$ cat src/rtl/cmp_flags_unit.sv
// Two-stage compare/condition unit: a - b produces ARM-style NZCV, evaluates a condition code
// and keeps a stored flags register. Define CMP_LT_OUTPUTS_EN to add lt_signed/lt_unsigned outputs.
module cmp_flags_unit #(
    parameter int WIDTH = 32
) (
    input  logic             clk,
    input  logic             reset,
    input  logic             in_valid,
    output logic             in_ready,
    input  logic [WIDTH-1:0] a,
    input  logic [WIDTH-1:0] b,
    input  logic             set_flags,
    input  logic [3:0]       cond,
    output logic             out_valid,
    input  logic             out_ready,
    output logic             taken,
`ifdef CMP_LT_OUTPUTS_EN
    output logic             lt_signed,
    output logic             lt_unsigned,
`endif
    output logic [3:0]       flags
);

    logic             s1_valid_reg;
    logic [WIDTH-1:0] a_reg;
    logic [WIDTH-1:0] b_reg;
    logic             set_flags_reg;
    logic [3:0]       cond_reg;

    logic             out_valid_reg;
    logic             taken_reg;
    logic [3:0]       flags_reg;

    logic             advance;
    logic             accept;
    logic [WIDTH:0]   diff;
    logic [3:0]       nzcv_next;
    logic [3:0]       eval_flags;
    logic             taken_next;

    // in_ready depends only on registered state and out_ready, never on in_valid.
    assign advance  = s1_valid_reg && (!out_valid_reg || out_ready);
    assign in_ready = !s1_valid_reg || advance;
    assign accept   = in_valid && in_ready;

    // Extra top bit of the difference is the borrow; carry is its inverse.
    assign diff = {1'b0, a_reg} - {1'b0, b_reg};

    always_comb begin
        nzcv_next    = 4'b0000;
        nzcv_next[3] = diff[WIDTH-1];
        nzcv_next[2] = (diff[WIDTH-1:0] == '0);
        nzcv_next[1] = !diff[WIDTH];
        nzcv_next[0] = (a_reg[WIDTH-1] != b_reg[WIDTH-1]) && (diff[WIDTH-1] != a_reg[WIDTH-1]);
    end

    // A flag-setting request evaluates its own result; otherwise the stored flags apply.
    assign eval_flags = set_flags_reg ? nzcv_next : flags_reg;

    always_comb begin
        taken_next = 1'b1;
        case (cond_reg)
            4'h0: taken_next = eval_flags[2];
            4'h1: taken_next = !eval_flags[2];
            4'h2: taken_next = eval_flags[1];
            4'h3: taken_next = !eval_flags[1];
            4'h4: taken_next = eval_flags[3];
            4'h5: taken_next = !eval_flags[3];
            4'h6: taken_next = eval_flags[0];
            4'h7: taken_next = !eval_flags[0];
            4'h8: taken_next = eval_flags[1] && !eval_flags[2];
            4'h9: taken_next = !eval_flags[1] || eval_flags[2];
            4'hA: taken_next = (eval_flags[3] == eval_flags[0]);
            4'hB: taken_next = (eval_flags[3] != eval_flags[0]);
            4'hC: taken_next = !eval_flags[2] && (eval_flags[3] == eval_flags[0]);
            4'hD: taken_next = eval_flags[2] || (eval_flags[3] != eval_flags[0]);
            default: taken_next = 1'b1;
        endcase
    end

    // Operand capture carries no reset: s1_valid_reg qualifies it.
    always_ff @(posedge clk) begin
        if (accept) begin
            a_reg         <= a;
            b_reg         <= b;
            set_flags_reg <= set_flags;
            cond_reg      <= cond;
        end
    end

    always_ff @(posedge clk) begin
        if (reset) begin
            s1_valid_reg  <= 1'b0;
            out_valid_reg <= 1'b0;
            taken_reg     <= 1'b0;
            flags_reg     <= 4'b0000;
        end else begin
            if (accept) begin
                s1_valid_reg <= 1'b1;
            end else if (advance) begin
                s1_valid_reg <= 1'b0;
            end
            if (advance) begin
                out_valid_reg <= 1'b1;
                taken_reg     <= taken_next;
                if (set_flags_reg) begin
                    flags_reg <= nzcv_next;
                end
            end else if (out_ready) begin
                out_valid_reg <= 1'b0;
            end
        end
    end

`ifdef CMP_LT_OUTPUTS_EN
    logic lt_signed_reg;
    logic lt_unsigned_reg;

    always_ff @(posedge clk) begin
        if (reset) begin
            lt_signed_reg   <= 1'b0;
            lt_unsigned_reg <= 1'b0;
        end else if (advance) begin
            lt_signed_reg   <= (nzcv_next[3] != nzcv_next[0]);
            lt_unsigned_reg <= !nzcv_next[1];
        end
    end

    assign lt_signed   = lt_signed_reg;
    assign lt_unsigned = lt_unsigned_reg;
`endif

    assign out_valid = out_valid_reg;
    assign taken     = taken_reg;
    assign flags     = flags_reg;

endmodule

$ cat config.mk
export PLATFORM = sky130hd
export DESIGN_NAME = cmp_flags_unit
export DESIGN_NICKNAME = d
export VERILOG_FILES = /design/src/rtl/cmp_flags_unit.sv
export SDC_FILE = /design/constraint.sdc
export NUM_CORES = 1
export LEC_CHECK = 0
export CAP_MARGIN = 20
export CORE_MARGIN = 2
export CORE_UTILIZATION = 41
export CTS_CLUSTER_DIAMETER = 60
export DETAILED_ROUTE_END_ITERATION = 12
export PLACE_DENSITY = 0.75
export RECOVER_POWER = 50
export SLEW_MARGIN = 25
export SYNTH_ARGS = -nofsm -noshare
export SYNTH_HDL_FRONTEND = slang
export SYNTH_SLANG_ARGS = --single-unit
$ cat constraint.sdc
create_clock -name clk -period 3.2 [get_ports clk]
set_input_delay 0.8 -clock clk [delete_from_list [all_inputs] [get_ports clk]]
set_output_delay 0.8 -clock clk [all_outputs]
set_load 0.02 [all_outputs]
* Yosys cells after proc, flatten, opt, wreduce, memory -nomap -nowiden
Index checks and enable logic that the tools add are counted.
** Word-level totals
- Register bits :: 76
- Bits of input ports :: 73
- Output and inout bits :: 7
- Word-level logic and storage cells :: 52
** Cells by class
- $add $sub $neg :: 1
- Equality and inequality tests :: 17
- Multiplexer cells :: 6
- Reductions and logical operators :: 20
** Operators with widths (number)
- 32-bit by 32-bit subtractor with 33-bit output :: 1
- 32-bit logical NOT :: 1
- 4-bit == test (second input constant) :: 6
- 4-bit by 3-bit == test with 1-bit output (second input constant) :: 4
- 1-bit case mux with 14 select lines :: 1
- 4-bit by 2-bit == test with 1-bit output (second input constant) :: 2
- 1-bit logical NOT :: 7
- 1-bit logical AND :: 5
- 4-bit by 1-bit == test with 1-bit output (second input constant) :: 1
- 4-bit logical NOT :: 1
- 1-bit logical OR :: 4
- 1-bit two-way mux :: 4
- 4-bit two-way mux :: 1
- 2-bit nonzero test :: 2
- 1-bit inequality test :: 3
- 1-bit == test :: 1

* Logic depth before layout (Yosys ltp)
- Depth after elaboration :: 7
- Depth in mapped cells :: 14
- Depth with buffers taken out :: 13

* Worst setup path after synthesis
No wires, ideal clock.
- Path type :: reg2reg
- Start :: register a_reg[11]
- End :: register taken_reg, in the netlist taken
- Library setup time :: 0.059 ns
- Data arrival time :: 3.406 ns
- Setup slack :: -0.265 ns
- Cell stages (with the launch flop) :: 14
- Buffers on the path :: 1
- Period minus slack after synthesis :: 3.465 ns
- Path through :: edfxtp_1 > ha_1 > clkbuf_1 > nand4_1 > or3_1 > o32a_1 > nand3_1 > xor2_1 > a2111o_1 > nor4_1 > nand4_1 > or3_1 > a2111oi_1 > o31a_1
** Between the ends
- Cells in the longest elaborated chain, start to end :: 7
- Elaborated cells on any way between the ends :: 17
- Those cells by class :: add/sub (1); eq/ne (3); mux (2); reduce/logical (11)
** Ends and longest elaborated chain
- start, declared :: RTL line 25 : logic [WIDTH-1:0] a_reg;
- start signal, assigned :: RTL line 84 : a_reg <= a;
- 32-bit by 32-bit subtractor with 33-bit output (*) :: RTL line 47 : assign diff = {1'b0, a_reg} - {1'b0, b_reg};
- branches (longest 2 deep; another with 32-bit logical NOT)
- 4-bit two-way mux (*)
- 1-bit inequality test or 1-bit == test (tied branches)
- 1-bit logical OR or 1-bit logical AND (tied branches) :: RTL line 76, 75
- 1-bit case mux with 14 select lines (*) :: RTL line 62 : case (cond_reg)
- end signal, assigned :: RTL line 105 : taken_reg <= taken_next;
- end, declared :: RTL line 31 : logic taken_reg;
Mark *: on every way between the ends.
A chain may end at the register's enable or synchronous reset.

* Worst setup path after layout
- Start :: register a_reg[1]
- End :: register taken_reg, in the netlist taken
The elaborated chain is that of the path after synthesis.

==> flow_summary.ini <==
[run_status]
status = finished, violations left
violations = negative setup slack

[routing]
firstDrtPassIters = 6
wl_per_cell_um = 15.9
vias = 4475
avgViaCountPerCell = 5.44
drtIter0Drc = 346
ant_nets = 0
wl_um = 13100
drc_errors = 0

[sta]
hold_viol = 0
fin_tns_setup_ns = -0.495
fmax_mhz = 282
fin_crit_sh = 1.11
tightestPinTransition_ns = 0.922
clock_skew_ns = 0.00474
relSlewSlack = 0.385
slew_viol_final = 0
setup_viol = 2
rsz0062_at_grt = yes
period_minus_slack_ns = 3.55
layout_setup_ws_ns = -0.348

[cells_and_area]
fin_area_um2 = 7180
antennaDiodeCount = 0
layout.nets = 780
fillCellCount = 919
seq_area_um2 = 2210
multi_input_area_um2 = 2670
drive_gt1_frac = 0.262
area_growth_pct = 48.0
final_util = 0.626
final_cells = 823

[critical_path]
cpMaxStageDelayCell = edfxtp_1
r2r_slack_ns = -0.35
rr_endpoint = taken$_SDFFE_PP0P_
cp-start-kind = register
cp_num_buf_inv = 1
cp_max_fo = 3
criticalPathCategory = reg -> reg
cp-end-kind = register
cpPeakStageDelay_ns = 0.42
crit_chain = ha_4, nor2b_4, o211ai_1, buf_4, a21oi_4, or3_4, a221oi_4, o2111ai_2, nor4_2, nand4_1, or3_1, a2111oi_2, o31a_1
reg2reg_depth = 13
reg2reg_from = a_reg[1]$_DFFE_PP_
cp.required_ns = 3.49
arrival_ns = 3.83
path_delay_family = compound AO/OA/AOI/OAI gates

[synth]
synthSimpleGateAreaFrac = 0.160
synth_adder_area_share = 0.0825
synth_mux_area_frac = 0.0106
synthArstFlopShare = 0
yosys.area_share.xor_xnor = 0.0271
synth_cell_types = 74
synth_common_cells = edfxtp_1, inv_1, nand2_1, a21oi_1, ha_1
synth-main-ff-cell = edfxtp_1
yosys.area.top_type_share = 0.427
synth_top_family_by_area = compound AO/OA/AOI/OAI gates
ys_top_cells_by_area = edfxtp_1, ha_1, a21oi_1, inv_1, nand2_1
synth_compound_area_frac = 0.216
synth_most_common_cell = edfxtp_1
synth_nets = 596
synth_seq_cells = 76
synth_top_area_cell = edfxtp_1
syn_avg_cell_area_um2 = 9.88
synth_edf_count = 69
netlist_area_um2 = 4850
syn_inst = 491
yosysSeqAreaShare = 0.456
yosysWarnings = 0

[floorplan]
core_area_um2 = 11500
initial_core_util = 0.423
io_pins = 80
row_count = 39
die_w_um = 113
fp.dieH_um = 113
die_area_um2 = 12700

[power_and_ir_drop]
pwr_density_cell_nw_per_um2 = 435
p_leak_nw = 2.93
irDropWorstVdd_uv = 346

[place]
placed_cell_area_um2 = 6590
dp_cells = 798
place.detailed.hpwl_um = 10000
finalWeightedCongestion = 0.859
portBuffers = 79

[clock_tree]
worstSkewPairLatency_ns = 0.34
clockBufferDepth = 2
h-tree-depth = 3
numCtsBuffers = 9
cts_tree = done
clock_sinks = 76
cts_root_buffer = clkbuf_16
clk_pin_slew_ns = 0.06

[min_path]
whs_endpoint = flags[3]$_SDFFE_PP0P_
min_path_cells = 2
hold_path_class = reg -> reg
hold_start = flags[3]$_SDFFE_PP0P_

[grt]
overflow = 0
grt_max_degree = 70
grt_pass1_vias = 4312
antenna_found_initial = 0
grt_pass1_wl_um = 20700
grt.total_usage = 0.205

[run]
maxCapViolations = 0
==> metrics by stage <==
step / total power, mW / hold slack [ns] / setup slack, ns
floorplan: 1.63 / 0.478 / -0.0516
global placement: 2.00 / 0.490 / -0.367
detailed placement: 2.02 / 0.488 / -0.397
CTS: 3.12 / 0.498 / -0.264
global route: 3.27 / 0.535 / -0.462
finish: 3.13 / 0.497 / -0.348
==> what timing repair did <==
action                                 in CTS  in global routing
buffers inserted                            4                  5
pin swaps                                   8                  5
endpoints found under the hold margin       0                  0
resized for setup                          19                 18
hold buffers                                0                  0
setup endpoints to repair                   2                  3
==> worst max-delay path by stage <==
stage                         from                  to  slack (ns)  depth (start not counted)
4_1_cts        b_reg[11]$_DFFE_PP_  taken$_SDFFE_PP0P_       -0.26                         14
6_report        a_reg[1]$_DFFE_PP_  taken$_SDFFE_PP0P_       -0.35                         13
3_3_place_gp   a_reg[10]$_DFFE_PP_  taken$_SDFFE_PP0P_       -0.37                         12
5_1_grt         a_reg[1]$_DFFE_PP_  taken$_SDFFE_PP0P_       -0.46                         13
2_1_floorplan   a_reg[7]$_DFFE_PP_  taken$_SDFFE_PP0P_       -0.05                         13
3_5_place_dp    a_reg[1]$_DFFE_PP_  taken$_SDFFE_PP0P_       -0.40                         13
==> kinds of logic after synthesis <==
kind of cell | count (synthesis)
multiplexers | 5
buffers and inverters | 60
flip-flops | 76
XOR/XNOR | 15
adder cells (fa/ha/maj) | 32
AND/OR/NAND/NOR | 150
AO/OA/AOI/OAI | 153
==> area by class of cell <==
cell class              count  share of cell area
multi-input cells         355               0.372
flip-flops and latches     76               0.308
repair buffers            192               0.229
clock buffers              14              0.0441
well taps                 143              0.0249
inverters                  41              0.0214
clock inverters             2             0.00139
==> power breakdown <==
part | internal (mW) | switching [mW] | total (mW) | leakage [nW]
Sequential | 1.15 | 0.0267 | 1.17 | 0.731
Combinational | 0.441 | 0.439 | 0.880 | 2.03
Clock | 0.681 | 0.390 | 1.07 | 0.165
Total | 2.27 | 0.856 | 3.13 | 2.93
==> layer usage <==
| layer | up-vias | track usage | share of wire |
|---|---|---|---|
| li1 | 2225 | - | - |
| met1 | 2111 | 0.275 | 0.46 |
| met2 | 124 | 0.339 | 0.47 |
| met3 | 15 | 0.0348 | 0.044 |
| met4 | 0 | 0.0642 | 0.016 |
| met5 | - | 0 | 0 |
==> tightest hold or removal path, cell delays in order (launching register included) <==
cell,delay (ns)
dfxtp_1,0.33
nand2_1,0.06
a21oi_1,0.05
==> cells in the final DEF (no fill, tap or decap), drive strengths merged, types with 7 or more instances in the layout <==
cell type	n
a211oi	8
a21o	8
a21oi	36
a31oi	8
buf	112
clkbuf	15
clkdlybuf4s50	9
dfxtp	7
dlygate4sd3	70
edfxtp	69
ha	32
inv	41
nand2	41
nand4	11
nor2	31
nor2b	7
nor3	14
o211ai	12
o21a	8
o21ai	30
xnor2	9
Note: power is estimated with default switching activity, not from simulation.
